File: config.mk
export PLATFORM = sky130hd
export DESIGN_NAME = ram_arbiter_flat
export DESIGN_NICKNAME = d
export VERILOG_FILES = /design/src/rtl/ram_arbiter_if.sv /design/src/rtl/ram_arbiter.sv /design/src/flat_wrapper.sv
export SDC_FILE = /design/constraint.sdc
export NUM_CORES = 1
export LEC_CHECK = 0
export ABC_CLOCK_PERIOD_IN_PS = 1400
export CAP_MARGIN = 20
export CORE_AREA = 5 5 120 88
export CTS_CLUSTER_SIZE = 30
export DETAILED_ROUTE_END_ITERATION = 10
export DIE_AREA = 0 0 125 93
export GPL_TIMING_DRIVEN = 0
export HOLD_SLACK_MARGIN = 0.08
export PLACE_DENSITY = 0.76
export RECOVER_POWER = 50
export SLEW_MARGIN = 25
export SYNTH_ARGS = -nofsm -noshare
export SYNTH_HDL_FRONTEND = slang
export SYNTH_SLANG_ARGS = --single-unit
File: constraint.sdc
create_clock -name i_clk -period 1.4 [get_ports i_clk]
set_clock_uncertainty 0.1 [all_clocks]
set_input_delay 0.21 -clock i_clk [delete_from_list [all_inputs] [get_ports i_clk]]
set_output_delay 0.21 -clock i_clk [all_outputs]
set_load 0.01 [all_outputs]
File: src/rtl/ram_arbiter_if.sv
// ram_arbiter_if
//   Bundles the two requester ports and the RAM-side handshake of ram_arbiter.
//   Signal names carry the direction as seen from the arbiter (i_ = into the
//   arbiter, o_ = out of the arbiter).
//   Port A / port B : addr, wdata, read/write strobes in; rdata, done, err out
//   RAM side        : addr, wdata, level-held read/write out; rdata, done in
//   Status          : o_busy
//   Modports: slave  = arbiter view
//             master = environment view (requesters and RAM model)
interface ram_arbiter_if #(
  parameter int unsigned ADDR_W = 16,
  parameter int unsigned DATA_W = 8
);
  // Port A
  logic [ADDR_W-1:0] i_a_addr;
  logic [DATA_W-1:0] i_a_wdata;
  logic              i_a_read;
  logic              i_a_write;
  logic [DATA_W-1:0] o_a_rdata;
  logic              o_a_done;
  logic              o_a_err;
  // Port B
  logic [ADDR_W-1:0] i_b_addr;
  logic [DATA_W-1:0] i_b_wdata;
  logic              i_b_read;
  logic              i_b_write;
  logic [DATA_W-1:0] o_b_rdata;
  logic              o_b_done;
  logic              o_b_err;
  // RAM
  logic [ADDR_W-1:0] o_mem_addr;
  logic [DATA_W-1:0] o_mem_wdata;
  logic              o_mem_read;
  logic              o_mem_write;
  logic [DATA_W-1:0] i_mem_rdata;
  logic              i_mem_done;
  // Status
  logic              o_busy;

  modport slave (
    input  i_a_addr, i_a_wdata, i_a_read, i_a_write,
    output o_a_rdata, o_a_done, o_a_err,
    input  i_b_addr, i_b_wdata, i_b_read, i_b_write,
    output o_b_rdata, o_b_done, o_b_err,
    output o_mem_addr, o_mem_wdata, o_mem_read, o_mem_write,
    input  i_mem_rdata, i_mem_done,
    output o_busy
  );

  modport master (
    output i_a_addr, i_a_wdata, i_a_read, i_a_write,
    input  o_a_rdata, o_a_done, o_a_err,
    output i_b_addr, i_b_wdata, i_b_read, i_b_write,
    input  o_b_rdata, o_b_done, o_b_err,
    input  o_mem_addr, o_mem_wdata, o_mem_read, o_mem_write,
    output i_mem_rdata, i_mem_done,
    input  o_busy
  );
endinterface

File: src/rtl/ram_arbiter.sv
// ram_arbiter
//   Shares one data RAM between the core data port (A) and an auxiliary
//   master (B). Each port issues a one-cycle read/write strobe which is
//   captured into a per-port slot; slots are served one at a time with
//   round-robin priority. The RAM sees a level-held strobe until it answers
//   with i_mem_done (or the access times out), then the owning port gets a
//   one-cycle done pulse with read data and an error flag.
//   Ports:
//     i_clk    : clock, rising edge
//     i_rst_n  : asynchronous active-low reset
//     bus      : ram_arbiter_if.slave (port A, port B, RAM handshake, o_busy)
//   Parameters:
//     ADDR_W, DATA_W  : address / data width
//     TIMEOUT_CYCLES  : ACCESS cycles without i_mem_done before abort (0 = off)
module ram_arbiter #(
  parameter int unsigned ADDR_W         = 16,
  parameter int unsigned DATA_W         = 8,
  parameter int unsigned TIMEOUT_CYCLES = 255
) (
  input  logic          i_clk,
  input  logic          i_rst_n,
  ram_arbiter_if.slave  bus
);

  typedef enum logic [1:0] {
    IDLE   = 2'd0,
    ACCESS = 2'd1,
    RESP   = 2'd2
  } state_t;

  localparam bit           TO_EN   = (TIMEOUT_CYCLES != 0);
  localparam logic [7:0]   TO_LAST = (TIMEOUT_CYCLES == 0) ? 8'd0 : 8'(TIMEOUT_CYCLES - 1);

  // Grant encoding: 0 = port A, 1 = port B.
  state_t              r_state;
  state_t              w_state_nxt;
  logic                r_gnt;
  logic                w_gnt_nxt;
  logic                r_last;
  logic [7:0]          r_cnt;
  logic                r_err;

  // Request slots
  logic                r_a_vld;
  logic                r_a_wr;
  logic [ADDR_W-1:0]   r_a_addr;
  logic [DATA_W-1:0]   r_a_wdata;
  logic                r_b_vld;
  logic                r_b_wr;
  logic [ADDR_W-1:0]   r_b_addr;
  logic [DATA_W-1:0]   r_b_wdata;

  // Per-port read data, held until that port's next completion
  logic [DATA_W-1:0]   r_a_rdata;
  logic [DATA_W-1:0]   r_b_rdata;

  logic                w_a_req;
  logic                w_b_req;
  logic                w_sel_wr;
  logic [ADDR_W-1:0]   w_sel_addr;
  logic [DATA_W-1:0]   w_sel_wdata;
  logic                w_access;
  logic                w_resp;
  logic                w_timeout;

  assign w_a_req     = bus.i_a_read | bus.i_a_write;
  assign w_b_req     = bus.i_b_read | bus.i_b_write;
  assign w_sel_wr    = r_gnt ? r_b_wr    : r_a_wr;
  assign w_sel_addr  = r_gnt ? r_b_addr  : r_a_addr;
  assign w_sel_wdata = r_gnt ? r_b_wdata : r_a_wdata;
  assign w_access    = (r_state == ACCESS);
  assign w_resp      = (r_state == RESP);
  assign w_timeout   = TO_EN && (r_cnt == TO_LAST);

  // ---------------------------------------------------------------------------
  // FSM: state register
  // ---------------------------------------------------------------------------
  always_ff @(posedge i_clk or negedge i_rst_n) begin
    if (!i_rst_n) begin
      r_state <= IDLE;
      r_gnt   <= 1'b0;
      r_last  <= 1'b1;
    end else begin
      r_state <= w_state_nxt;
      r_gnt   <= w_gnt_nxt;
      if (w_resp) begin
        r_last <= r_gnt;
      end
    end
  end

  // ---------------------------------------------------------------------------
  // FSM: next state and grant
  // ---------------------------------------------------------------------------
  always_comb begin
    w_state_nxt = r_state;
    w_gnt_nxt   = r_gnt;
    case (r_state)
      IDLE: begin
        if (r_a_vld || r_b_vld) begin
          w_state_nxt = ACCESS;
          // On a tie the port that was not served last wins.
          w_gnt_nxt   = (r_a_vld && r_b_vld) ? ~r_last : r_b_vld;
        end
      end
      ACCESS: begin
        if (bus.i_mem_done || w_timeout) begin
          w_state_nxt = RESP;
        end
      end
      RESP: begin
        w_state_nxt = IDLE;
      end
      default: begin
        w_state_nxt = IDLE;
      end
    endcase
  end

  // ---------------------------------------------------------------------------
  // Timeout counter, error flag and read data
  // ---------------------------------------------------------------------------
  always_ff @(posedge i_clk or negedge i_rst_n) begin
    if (!i_rst_n) begin
      r_cnt     <= '0;
      r_err     <= 1'b0;
      r_a_rdata <= '0;
      r_b_rdata <= '0;
    end else begin
      // Counter is zero on every entry into ACCESS.
      if (w_access) begin
        r_cnt <= r_cnt + 8'd1;
      end else begin
        r_cnt <= '0;
      end

      if (w_access) begin
        if (bus.i_mem_done) begin
          r_err <= 1'b0;
          if (!w_sel_wr) begin
            if (r_gnt) begin
              r_b_rdata <= bus.i_mem_rdata;
            end else begin
              r_a_rdata <= bus.i_mem_rdata;
            end
          end
        end else if (w_timeout) begin
          r_err <= 1'b1;
          if (r_gnt) begin
            r_b_rdata <= '0;
          end else begin
            r_a_rdata <= '0;
          end
        end
      end
    end
  end

  // ---------------------------------------------------------------------------
  // Request slots. A slot stays valid from capture until the end of its RESP
  // cycle, so any strobe during that window is dropped.
  // ---------------------------------------------------------------------------
  always_ff @(posedge i_clk or negedge i_rst_n) begin
    if (!i_rst_n) begin
      r_a_vld   <= 1'b0;
      r_a_wr    <= 1'b0;
      r_a_addr  <= '0;
      r_a_wdata <= '0;
    end else if (w_a_req && !r_a_vld) begin
      r_a_vld   <= 1'b1;
      r_a_wr    <= bus.i_a_write;
      r_a_addr  <= bus.i_a_addr;
      r_a_wdata <= bus.i_a_wdata;
    end else if (w_resp && !r_gnt) begin
      r_a_vld   <= 1'b0;
    end
  end

  always_ff @(posedge i_clk or negedge i_rst_n) begin
    if (!i_rst_n) begin
      r_b_vld   <= 1'b0;
      r_b_wr    <= 1'b0;
      r_b_addr  <= '0;
      r_b_wdata <= '0;
    end else if (w_b_req && !r_b_vld) begin
      r_b_vld   <= 1'b1;
      r_b_wr    <= bus.i_b_write;
      r_b_addr  <= bus.i_b_addr;
      r_b_wdata <= bus.i_b_wdata;
    end else if (w_resp && r_gnt) begin
      r_b_vld   <= 1'b0;
    end
  end

  // ---------------------------------------------------------------------------
  // Outputs. Memory outputs are decoded from the state register so that an
  // asynchronous reset drops the strobes immediately.
  // ---------------------------------------------------------------------------
  always_comb begin
    bus.o_mem_read  = w_access & ~w_sel_wr;
    bus.o_mem_write = w_access &  w_sel_wr;
    bus.o_mem_addr  = w_access ? w_sel_addr  : '0;
    bus.o_mem_wdata = w_access ? w_sel_wdata : '0;

    bus.o_a_done    = w_resp & ~r_gnt;
    bus.o_a_err     = w_resp & ~r_gnt & r_err;
    bus.o_a_rdata   = r_a_rdata;
    bus.o_b_done    = w_resp &  r_gnt;
    bus.o_b_err     = w_resp &  r_gnt & r_err;
    bus.o_b_rdata   = r_b_rdata;

    bus.o_busy      = (r_state != IDLE) | r_a_vld | r_b_vld;
  end

endmodule

File: src/flat_wrapper.sv
// flat-port wrapper written by rule: the top's interface ports become plain ports
module ram_arbiter_flat 
#(
  parameter int unsigned ADDR_W         = 16,
  parameter int unsigned DATA_W         = 8,
  parameter int unsigned TIMEOUT_CYCLES = 255
)
  (i_clk, i_rst_n, bus_i_a_addr, bus_i_a_wdata, bus_i_a_read, bus_i_a_write, bus_o_a_rdata, bus_o_a_done, bus_o_a_err, bus_i_b_addr, bus_i_b_wdata, bus_i_b_read, bus_i_b_write, bus_o_b_rdata, bus_o_b_done, bus_o_b_err, bus_o_mem_addr, bus_o_mem_wdata, bus_o_mem_read, bus_o_mem_write, bus_i_mem_rdata, bus_i_mem_done, bus_o_busy);
  ram_arbiter_if #(.ADDR_W(ADDR_W), .DATA_W(DATA_W)) bus_i ();
  input  logic i_clk;
  input  logic i_rst_n;
  input wire logic [$bits(bus_i.i_a_addr)-1:0] bus_i_a_addr;
  input wire logic [$bits(bus_i.i_a_wdata)-1:0] bus_i_a_wdata;
  input wire logic [$bits(bus_i.i_a_read)-1:0] bus_i_a_read;
  input wire logic [$bits(bus_i.i_a_write)-1:0] bus_i_a_write;
  output wire logic [$bits(bus_i.o_a_rdata)-1:0] bus_o_a_rdata;
  output wire logic [$bits(bus_i.o_a_done)-1:0] bus_o_a_done;
  output wire logic [$bits(bus_i.o_a_err)-1:0] bus_o_a_err;
  input wire logic [$bits(bus_i.i_b_addr)-1:0] bus_i_b_addr;
  input wire logic [$bits(bus_i.i_b_wdata)-1:0] bus_i_b_wdata;
  input wire logic [$bits(bus_i.i_b_read)-1:0] bus_i_b_read;
  input wire logic [$bits(bus_i.i_b_write)-1:0] bus_i_b_write;
  output wire logic [$bits(bus_i.o_b_rdata)-1:0] bus_o_b_rdata;
  output wire logic [$bits(bus_i.o_b_done)-1:0] bus_o_b_done;
  output wire logic [$bits(bus_i.o_b_err)-1:0] bus_o_b_err;
  output wire logic [$bits(bus_i.o_mem_addr)-1:0] bus_o_mem_addr;
  output wire logic [$bits(bus_i.o_mem_wdata)-1:0] bus_o_mem_wdata;
  output wire logic [$bits(bus_i.o_mem_read)-1:0] bus_o_mem_read;
  output wire logic [$bits(bus_i.o_mem_write)-1:0] bus_o_mem_write;
  input wire logic [$bits(bus_i.i_mem_rdata)-1:0] bus_i_mem_rdata;
  input wire logic [$bits(bus_i.i_mem_done)-1:0] bus_i_mem_done;
  output wire logic [$bits(bus_i.o_busy)-1:0] bus_o_busy;
  assign bus_i.i_a_addr = bus_i_a_addr;
  assign bus_i.i_a_wdata = bus_i_a_wdata;
  assign bus_i.i_a_read = bus_i_a_read;
  assign bus_i.i_a_write = bus_i_a_write;
  assign bus_o_a_rdata = bus_i.o_a_rdata;
  assign bus_o_a_done = bus_i.o_a_done;
  assign bus_o_a_err = bus_i.o_a_err;
  assign bus_i.i_b_addr = bus_i_b_addr;
  assign bus_i.i_b_wdata = bus_i_b_wdata;
  assign bus_i.i_b_read = bus_i_b_read;
  assign bus_i.i_b_write = bus_i_b_write;
  assign bus_o_b_rdata = bus_i.o_b_rdata;
  assign bus_o_b_done = bus_i.o_b_done;
  assign bus_o_b_err = bus_i.o_b_err;
  assign bus_o_mem_addr = bus_i.o_mem_addr;
  assign bus_o_mem_wdata = bus_i.o_mem_wdata;
  assign bus_o_mem_read = bus_i.o_mem_read;
  assign bus_o_mem_write = bus_i.o_mem_write;
  assign bus_i.i_mem_rdata = bus_i_mem_rdata;
  assign bus_i.i_mem_done = bus_i_mem_done;
  assign bus_o_busy = bus_i.o_busy;
  ram_arbiter #(.ADDR_W(ADDR_W), .DATA_W(DATA_W), .TIMEOUT_CYCLES(TIMEOUT_CYCLES)) u_core (.i_clk(i_clk), .i_rst_n(i_rst_n), .bus(bus_i));
endmodule
Word-level counts from Yosys, hierarchy flattened
Index checks and enable logic that the tools add are counted.
Storage, ports and cells
  logic and storage cells: 81
  input bits: 63
  memory bits (writable): 0
  latch bits: 0
  ROM bits: 0
  memories kept: 0
  register bits after elaboration: 81
Cells by class
  eq/ne operators: 6
  shift operators: 0
  $add $sub $neg: 1
  muxes and demuxes: 26
  $mul: 0
  $lt $le $gt $ge: 0
  reductions and logical operators: 20
  bitwise operators: 13
  divide/modulo/power cells: 0
Operators by type and width (number)
  $mux 8: 13
  $mux 16: 2
  $add 8x1->8 const B: 1
  $eq 8x8->1 const B: 1
  $mux 1: 8
  $reduce_and 4->1: 2
  $reduce_bool 2->1: 4
  $and 1x1->1: 6
  $reduce_and 2->1: 3
  $logic_and 1x1->1: 5
  $mux 2: 2
  $ne 2x2->1 const B: 2
  $or 1x1->1: 4
  $pmux 2 s2: 1
  $logic_not 1->1: 3
  $not 1->1: 3
  $eq 2x1->1 const B: 1
  $eq 2x2->1 const B: 1
  $logic_not 2->1: 1
  $logic_or 1x1->1: 2
  $ne 2x1->1 const B: 1

Longest topological paths before layout
  word-level depth: 4
  mapped depth: 6
  mapped depth without buffers: 5

Least setup slack after synthesis
Ideal clock, no wire load.
  path kind: flip-flop to flip-flop
  from: reg u_core.r_cnt[0]
  to: reg u_core.r_a_rdata[4] (netlist: u_core.bus.o_a_rdata[4])
  stages on the path, launching flop included: 7
  data required time: 1.162 ns
  data arrival time: 1.276 ns
  setup slack: -0.114 ns
  setup time: 0.138 ns
  period minus slack after synthesis: 1.514 ns
  cells stage by stage: dfrtp_1 -> inv_1 -> ha_1 -> nand3_1 -> clkbuf_1 -> o211ai_1 -> o211ai_1
Between the ends
  cells in the longest elaborated chain, start to end: 3
Ends and longest elaborated chain
  from (decl): RTL line ram_arbiter.sv:40  | logic [7:0] r_cnt;
  from (signal assigned): RTL line ram_arbiter.sv:132  | r_cnt <= r_cnt + 8'd1;
  $eq 8x8->1: RTL line ram_arbiter.sv:73  | assign w_timeout = TO_EN && (r_cnt == TO_LAST);
  $reduce_bool 2->1 (no line)
  $reduce_and 4->1 (no line)
  to (signal assigned): RTL line ram_arbiter.sv:144  | r_a_rdata <= bus.i_mem_rdata;
  to (decl): RTL line ram_arbiter.sv:54  | logic [DATA_W-1:0] r_a_rdata;
No other way between the ends.
A chain may end at the register's enable or synchronous reset.

Worst setup path after layout
  from: reg u_core.r_gnt
  to: out bus_o_a_err
Between the ends
  cells in the longest elaborated chain, start to end: 3
Ends and longest elaborated chain
  from (decl): RTL line ram_arbiter.sv:37  | logic r_gnt;
  from (signal assigned): RTL line ram_arbiter.sv:85  | r_gnt <= w_gnt_nxt;
  $not 1->1: RTL line ram_arbiter.sv:206  | bus.o_a_err = w_resp & ~r_gnt & r_err;
  $and 1x1->1 (2 in a row): RTL line ram_arbiter.sv:206
  to (decl): RTL line flat_wrapper.sv:18  | output wire logic [$bits(bus_i.o_a_err)-1:0] bus_o_a_err;
No other way between the ends.

==> out/metrics.csv <==
metric,value,unit
outcome,finished with violations,
failing checks,negative setup slack,
crit path time final,1.78,ns
Worst setup startpoint,u_core.r_gnt,
post-synthesis compound-gate area fraction,11.6,%
filler instances,712,
Synth area leaders,"dfrtp_1 51%, mux2_2 14%, mux2i_1 6.3%, o211ai_1 6.3%, nor2_1 3.2%",
most frequent CP cell,buf_6,
vias in the first global route,3554,
Pwr Density,2120,nW/µm²
WL final,11500,µm
CTS sink cnt,81,
most common flop cell mapped by yosys,dfrtp_1,
simple-gate area share of the yosys netlist,11.8,%
largest family of logic cells by synthesized area,multiplexers,
Top Ports,110,
Critical Path RT,1.09,ns
Port Buf Inserts,109,
final worst-path cycle share,127,%
first-pass GRT wire length,18400,µm
CTS tree,yes,
Root Buffer,clkbuf_16,
P&R area growth vs syn,54.7,%
Reg area,2030,µm²
final setup fails,49,
clock buffer depth,2,
Slew @ Worst Pin,0.867,ns
adder-cell share of the synthesized area,0.633,%
CP bufs+invs,4,
Critical R2R Launch,u_core.r_state[1],
Reg-to-Reg End,u_core.bus.o_a_rdata[6],
share of cells above drive strength 1,39.8,%
RSZ-0062 raised after global routing,yes,
share of the synthesized area in the top cell type,50.6,%
Via Count,3352,
synthesized area,3950,µm²
Inserted Clock Buffers,9,
Yosys cell types,39,
final worst slack,-0.381,ns
synth warn,0,
final-stage net count,572,
Worst Setup End Kind,output pin,
DIE WIDTH,125,µm
CP Cell Sequence,buf_6 > buf_12 > buf_6 > nor2_4 > and2_4 > buf_6,
Fin Hold WS,0.386,ns
Final Max Tran Viols,0,
"EDFF count, synth",0,
row count,30,
WP depth,6,
placeable core region,9350,µm²
Worst path slowest cell,dfrtp_1,
CP Capture Point,bus_o_a_err,
hpwl dp,7600,µm
Final Hold Vio Count,0,
synthesized flop and latch total,81,
Max Cap Viol,0,
Worst EP arrival,1.47,ns
detailed-router iteration count before antenna repair,5,
Clock Pin Slew Worst Setup and Hold Paths,0.06,ns
relative slew slack,42.2,%
top cell type by total area after synthesis,dfrtp_1,
pre-CTS setup slack,-0.702,ns
initial core utilization,42.3,%
Starting DRT DRC Count,283,
Worst R2R Path Depth,5,
drt drc,0,
CP peak stage delay,0.37,ns
Synth Area in XOR/XNOR,0.665,%
DR vias/cell,5.24,
R2R Setup Slk,-0.18,ns
Mapped Nets,413,
H-tree Lvls,3,
fmax,0.562,GHz
largest net degree at the start of global routing,47,
Multi-input gate area,2000,µm²
per-cell routed wire length,18.0,µm
Antenna Cells,0,
Final Core Density,65.4,%
total track usage,19.7,%
share of synthesized registers carrying an async set or reset,100,%
commonest cells in the netlist,"80 x dfrtp_1, 50 x mux2_2, 34 x nor2_1",
global placer's final weighted congestion,0.824,
crit start category,flop,
Detail Route Antenna Nets,0,
initial antenna violation count,0,
average cell area after synthesis,11.4,µm²
register area share after synthesis,51.3,%
GRT overflow,0,
LEAKAGE,2.67,nW
Crit Path Category,reg2out,
Cells after Synth,348,
die area,11600,µm²
Max VDD drop,0.985,mV
worst hold path type,in2reg,
Crit path max-delay family,buffers and inverters,
most frequent cell after synthesis,dfrtp_1,
post-synthesis mux area share,20.6,%
chip height,93,µm
crit-path max FO,5,
setup TNS,-10.96,ns
Worst-Skew Late Latency,0.33,ns
## per-stage QoR
step	power [mW]	instances	area [µm²]
CTS	12.4	626	5840
floorplan	7.25	348	3990
detailed placement	9.50	586	5270
global placement	9.31	585	5240
finish	12.9	640	6120
global route	13.8	640	6120
## cell families (layout without fill, tap and decap cells)
family	count (synthesis)	count (layout)
and+or+nand+nor	95	95
DFF	81	81
muxes	75	75
AOI/OAI and AO/OA	63	63
buffers and inverters	29	193
xor gates and xnor gates	3	3
adders and majority gates	2	2
## what timing repair did
item | in CTS | in global routing
pin swaps | 16 | 13
gates cloned | 2 | 0
hold endpoints to repair | 35 | 0
buffers inserted | 26 | 14
hold buffers | 1 | 0
resized for setup | 210 | 54
endpoints found under the setup margin | 110 | 84
## per-layer routing
metal | global-route usage [%] | part of all wire (%) | up-vias
met1 | 25.4 | 43 | 1651
li1 | - | - | 1565
met5 | 0 | 0 | -
met3 | 8.73 | 9.1 | 13
met2 | 30.6 | 47 | 123
met4 | 4.51 | 0.90 | 0
## sequential cells by signal, summed over array words and instances (netlist names)
| name | count |
|---|---|
| u_core.r_a_wdata | 8 |
| u_core.r_b_addr | 16 |
| u_core.r_err | 1 |
| u_core.r_a_wr | 1 |
| u_core.r_b_vld | 1 |
| u_core.bus.o_b_rdata | 8 |
| u_core.r_last | 1 |
| u_core.r_gnt | 1 |
| u_core.r_b_wr | 1 |
| u_core.r_state | 2 |
| u_core.r_cnt | 8 |
| u_core.r_a_vld | 1 |
| u_core.r_a_addr | 16 |
| u_core.bus.o_a_rdata | 8 |
| u_core.r_b_wdata | 8 |
## worst min-delay path by stage
stage,start,end,slack [ns],cells past startpoint
finish,bus_i_mem_done,u_core.r_err,0.39,2
global route,bus_i_mem_done,u_core.r_err,0.37,2
CTS,i_rst_n,u_core.r_cnt[3],0.29,2
detailed placement,i_rst_n,u_core.r_b_addr[11],0.11,1
global placement,u_core.r_last,u_core.r_last,0.35,2
floorplan,i_rst_n,u_core.bus.o_a_rdata[0],-0.19,0
## cell usage in the layout (no fill, tap or decap), types with 7 or more instances in the layout
master,instances
clkbuf_16,9
o211ai_1,33
nor2b_1,15
mux2_2,50
mux2i_1,23
clkdlybuf4s50_1,61
nand2_2,7
clkbuf_1,8
dlygate4sd2_1,12
dfrtp_1,76
nor2_1,26
nand2_1,15
buf_2,27
buf_6,26
buf_4,23
a22oi_1,11
## report_power, final
part	total (mW)	internal (mW)	leakage (nW)	switching, mW
combinational	6.68	3.66	1.60	3.02
sequential	4.04	3.38	0.928	0.664
clock	2.23	1.35	0.137	0.876
total	12.9	8.38	2.67	4.56
## final cells by class
class	instances	share of cell area, %
Clock buffer	16	4.60
Tap cell	128	2.62
Timing Repair Buffer	152	22.8
Multi-Input combinational cell	238	32.7
Buffer	20	3.72
Inverter	5	0.307
Sequential cell	81	33.2
No activity file was read; power rests on OpenSTA's default activity.
